$ cat config.mk
export PLATFORM = sky130hd
export DESIGN_NAME = count_arbiter
export DESIGN_NICKNAME = d
export VERILOG_FILES = /design/src/rtl/count_arbiter.sv
export SDC_FILE = /design/constraint.sdc
export NUM_CORES = 1
export LEC_CHECK = 0
export ABC_CLOCK_PERIOD_IN_PS = 1900
export CAP_MARGIN = 25
export CORE_UTILIZATION = 39
export DETAILED_ROUTE_END_ITERATION = 16
export PLACE_DENSITY = 0.75
export SETUP_SLACK_MARGIN = 0.02
export SKIP_LAST_GASP = 1
export SLEW_MARGIN = 5
export SYNTH_ARGS = -nofsm -noshare
export SYNTH_HDL_FRONTEND = slang
export SYNTH_SLANG_ARGS = --single-unit
$ cat constraint.sdc
create_clock -name clock -period 1.9 [get_ports clock]
set_input_delay 0.285 -clock clock [delete_from_list [all_inputs] [get_ports clock]]
set_output_delay 0.285 -clock clock [all_outputs]
set_load 0.005 [all_outputs]
$ cat src/rtl/count_arbiter.sv
// Round-robin owner of a shared 4-bit counter: clears it, then enables
// counting for the granted run length and pulses done to the owner.
module count_arbiter (
    input  logic       clock,
    input  logic       reset,
    input  logic       req0,
    input  logic [3:0] len0,
    input  logic       req1,
    input  logic [3:0] len1,
    input  logic [3:0] ctr_val,
    output logic       gnt0,
    output logic       gnt1,
    output logic       done0,
    output logic       done1,
    output logic       busy,
    output logic       count,
    output logic       ctr_clr_n
);

    typedef enum logic [1:0] {
        IDLE,
        CLEAR,
        RUN,
        DONE
    } state_e;

    state_e     state_q, state_d;
    logic       owner_q, owner_d;
    logic       last_q, last_d;
    logic [3:0] len_q, len_d;
    logic       own_req;

    assign own_req = owner_q ? req1 : req0;

    always_ff @(posedge clock or negedge reset) begin
        if (!reset) begin
            state_q <= IDLE;
            owner_q <= 1'b0;
            last_q  <= 1'b1;
            len_q   <= 4'd0;
        end else begin
            state_q <= state_d;
            owner_q <= owner_d;
            last_q  <= last_d;
            len_q   <= len_d;
        end
    end

    always_comb begin
        state_d = state_q;
        owner_d = owner_q;
        last_d  = last_q;
        len_d   = len_q;
        unique case (state_q)
            IDLE: begin
                if (req0 || req1) begin
                    // On a tie the requester not served last wins
                    owner_d = (req0 && req1) ? ~last_q : req1;
                    len_d   = owner_d ? len1 : len0;
                    last_d  = owner_d;
                    state_d = CLEAR;
                end
            end
            CLEAR: begin
                if (!own_req) begin
                    state_d = IDLE;
                end else if (len_q == 4'd0) begin
                    state_d = DONE;
                end else begin
                    state_d = RUN;
                end
            end
            RUN: begin
                if (!own_req) begin
                    state_d = IDLE;
                end else if (ctr_val == len_q - 4'd1) begin
                    state_d = DONE;
                end
            end
            DONE: begin
                state_d = IDLE;
            end
            default: begin
                state_d = IDLE;
            end
        endcase
    end

    assign busy      = (state_q != IDLE);
    assign gnt0      = busy && !owner_q;
    assign gnt1      = busy && owner_q;
    assign done0     = (state_q == DONE) && !owner_q;
    assign done1     = (state_q == DONE) && owner_q;
    assign count     = (state_q == RUN);
    assign ctr_clr_n = (state_q != CLEAR);

endmodule

# == Word-level counts from Yosys, hierarchy flattened ==
# Cells that the tools add are included.
# word_totals
ff_bits,8
input_bits,16
output_inout_bits,7
word_cells,34
# op_classes
addsub,1
n_eq_ne,7
muxes,9
bitwise,1
reduce_logical,12
# op_table
operator,count
two-way mux 2 bit,4
one-hot mux 2 bit (4 select lines),1
logical AND 1 bit,5
equality test 2 bit (second input constant),2
equality test 4 bit,1
logical NOT 4 bit,1
two-way mux 4 bit,1
AND reduction 2 bit,2
subtractor 4 x 1 -> 4 bit (second input constant),1
two-way mux 1 bit,3
!= test 3 x 2 -> 1 bit (second input constant),1
equality test 2 x 1 -> 1 bit (second input constant),1
logical NOT 2 bit,1
!= test 2 x 1 -> 1 bit (second input constant),1
!= test 2 bit (second input constant),1
nonzero test 2 bit,1
logical NOT 1 bit,1
logical OR 1 bit,1
NOT 1 bit,1

# == Logic depth before layout (Yosys ltp) ==
# logic_depth
ltp_word,5
mapped_depth,6
mapped_depth_nobuf,6

# == Least setup slack after synthesis ==
# Ideal clock, no wire load.
# synth_path
path_kind,flip-flop to flip-flop
startpoint,register len_q[0]
endpoint,register state_q[0]
setup_time_ns,0.077
arrival_ns,1.507
t_required_ns,1.823
slack_ns,0.316
path_stages_with_launch,7
n_path_buf,0
synth_period_minus_slack_ns,1.584
path_cell_list,dfrtp_1 > inv_1 > ha_1 > xnor2_2 > xnor2_1 > or4_1 > a21oi_1
# synth_via
elab_chain_len,4
elab_cells_between_ends,8
classes_between,1 x add/sub; 2 x eq/ne; 3 x mux; 2 x reduce/logical
# synth_rtl
item,line,text
start: declaration,30,"logic [3:0] len_q, len_d;"
start signal: assignment,45,len_q <= len_d;
subtractor 4 x 1 -> 4 bit / logical NOT 4 bit (equally long branches),"76, 67",
equality test 4 bit / two-way mux 1 bit (equally long branches),"76, 67",
!= test 3 x 2 -> 1 bit (no source line) / two-way mux 2 bit (equally long branches),n/a,
AND reduction 2 bit (no source line) / one-hot mux 2 bit (4 select lines) (equally long branches),n/a,
end signal: assignment,42,state_q <= state_d;
end: declaration,27,"state_e state_q, state_d;"
# Several ways; a longest one is shown, not always the timed one.
# A chain may end at the register's enable or synchronous reset.

# == Worst setup path in the final report ==
# layout_path
startpoint,register state_q[1]
endpoint,output gnt0
# layout_via
elab_chain_len,2
# layout_rtl
item,line,text
nonzero test 2 bit,89,assign busy = (state_q != IDLE);
logical AND 1 bit,90,assign gnt0 = busy && !owner_q;
end: declaration,11,"output logic gnt0,"
# Every way passes these cells.

==> qor.yml <==
placed_design:
  gpl.final_weighted_congestion: 0.747
  place.detailed.hpwl_um: 843
  portBuffers: 22
  pre_cts_ws_ns: 0.215
die:
  die-width_um: 38.5
  initial_core_util_pct: 44.3
  ios: 23
  fp.dieArea_um2: 1480
  coreArea_um2: 1170
  floorplan.rows: 12
  die_height_um: 38.5
logic_synthesis:
  fraction_of_the_yosys_area_taken_by_sequential_cells_pct: 38.8
  edff_count_synth: 0
  synth_top_flop_cell: "dfrtp_1"
  synth_top_cell_area_share_pct: 33.7
  synth.avg_cell_area_um2: 9.11
  post_synth_inst_count: 57
  ys.warnings.count: 0
  synthDominantAreaCellType: "dfrtp_1"
  ys_async_sr_fraction_pct: 100
  synth_top_cells_by_area: "dfrtp_1 34%, mux2i_1 9.6%, xnor2_1 8.4%, nor2_1 8.0%, a21oi_1 7.7%"
  synth.net_count: 75
  post_synth_most_frequent_cells: "11 x nor2_1, 8 x a21oi_1, 7 x dfrtp_1"
  post-synth-top-count-cell: "nor2_1"
  synth_area_um2: 519
  netlist-cell-type-count: 19
  synth.ff_latch_count: 8
worst_hold_path:
  timing.hold.worst.class: "input port to async pin"
clock_tree:
  cts_post_setup_buffers_inserted: 0
  clock_insertion_delay_worst_skew_ns: 0.25
  clockRootBuffer: "clkbuf_4"
  ctsLongestPathBuffers: 2
  cts_made_buffers: 3
  cts_sink_cnt: 8
  path_clk_slew_ns: 0.06
  cts_resized: 0
  hold_buffers: 0
  cts_tree: "done"
  total_number_of_h_tree_levels: 1
layout:
  layout.area.seq_um2: 201
  drive_above_1_share_pct: 9.64
  area_taken_by_multi_input_logic_gates_um2: 294
  fillerInstances: 105
  areaGrowthSynthToFinish_pct: 51.3
  antenna-diode-count: 0
  utilization_pct: 67.1
  finish.net_count: 102
sta:
  timing.clock.skew_ns: 0.00597
  worst_slew_pin_slew_ns: 0.382
  timing.slew.headroom_pct: 74.5
  rsz0062_at_grt: "false"
  period_needed_ns: 1.70
  setup_slack_ns: 0.196
  highest_attainable_clock_frequency_mhz: 587
  timing.final.hold_violations: 0
  fin_hold_ws_ns: 0.318
  timing.setup.tns_ns: 0
  fin_crit_sh_pct: 89.7
  final-setup-viol-count: 0
  drv_slew: 0
power_and_ir_drop:
  ir_worst_vdd_mv: 0.739
  static-leakage-power_uw: 0.000336
  power-per-cell-area_nw_per_um2: 1350
setup_path:
  critical_path_required_ns: 1.62
  cp.arrival_ns: 1.42
  setup_crit_end_kind: "primary output"
  setup.worst_path.start_class: "flip-flop"
  crit_path_category: "flip-flop to primary output"
  worstPathMaxFanout: 5
grt:
  grt_util_all_layers_pct: 18.2
  antenna_violations_before_repair: 0
  pin_count_of_the_biggest_net_entering_global_routing: 11
  grt_overflow_total: 0
  grt_pass1_vias: 433
  first_pass_grt_wire_length_mm: 1.81
detailed_routing:
  first_pass_iters: 2
  via_count_normalized_by_instance_count: 4.93
  drt_first_iter_violations: 7
  drt_wl_total_mm: 1.03
  route.vias.total: 478
  wirelength_per_cell_um: 10.7
  route.antenna.remaining_nets: 0
  drc_errors: 0
outcome:
  status: "completed"
job:
  maxCapViolations: 0
[per-layer routing]
metal	global-route usage, %	vias up	wire length [µm]
li1	-	245	-
met1	22.4	216	472
met2	29.2	15	507
met3	1.74	2	43
met4	12.9	0	10
met5	0	-	0
[power by group]
group | switching, µW | leakage [µW] | internal, µW
registers | 92.2 | 0.0000917 | 262
logic | 242 | 0.000229 | 326
clock network | 58.6 | 0.0000150 | 80.4
[state kept, by name, indices dropped and copies added, names as in the netlist]
register and cells:
last_q 1, state_q 2, len_q 4, owner_q 1
[critical path: stages, from the launching register on]
cell and delay [ns]:
dfrtp_1 0.42, nor2_1 0.25, nor2_1 0.06, clkdlybuf4s50_1 0.44
[layout make-up]
class | count | share of cell area [%]
Multi-Input combinational cell | 43 | 37.4
Inverter | 5 | 2.39
Sequential cell | 8 | 25.6
Clock buffer | 4 | 3.34
Timing Repair Buffer | 23 | 29.0
Tap cell | 14 | 2.23
[layout by cell type (no fill, tap or decap)]
cell,n
xnor2_2,1
nand2_1,2
a21oi_1,8
dfrtp_1,7
inv_1,5
or4_1,1
buf_4,1
a21boi_2,1
clkbuf_1,1
nand2b_1,2
ha_1,2
o21ai_0,1
clkbuf_4,3
a31oi_1,1
or4b_1,1
clkdlybuf4s50_1,22
o21a_1,1
mux2i_1,5
nor3_2,1
dfstp_2,1
xnor2_1,5
nor2_1,11
[cells by family after synthesis]
logic type	count (synthesis)	share of synthesized area (%)
AOI/OAI and AO/OA	12	13.5
buffers and inverters	6	4.58
adders and majority gates	2	4.82
DFF	8	38.8
and+or+nand+nor	18	17.1
xor gates and xnor gates	6	11.6
muxes	5	9.64
[metrics by stage]
step | instance area [µm²] | std cells | power, µW
6_report | 786 | 97 | 1060
5_1_grt | 786 | 97 | 1170
4_1_cts | 786 | 97 | 1070
3_5_place_dp | 759 | 93 | 927
3_3_place_gp | 759 | 93 | 909
2_1_floorplan | 519 | 57 | 686
[worst paths after layout]
kind / from / end / slack (ns) / depth (start not counted)
min in group clock: last_q / last_q / 0.58 / 2
min: reset / state_q[1] / 0.32 / 1
max reg2reg: len_q[0] / state_q[0] / 0.22 / 6
min reg2reg: last_q / last_q / 0.58 / 2
max in group asynchronous: reset / last_q / 1.26 / 1
max: state_q[1] / gnt0 / 0.20 / 3
Power figures use the tool's default switching activity.
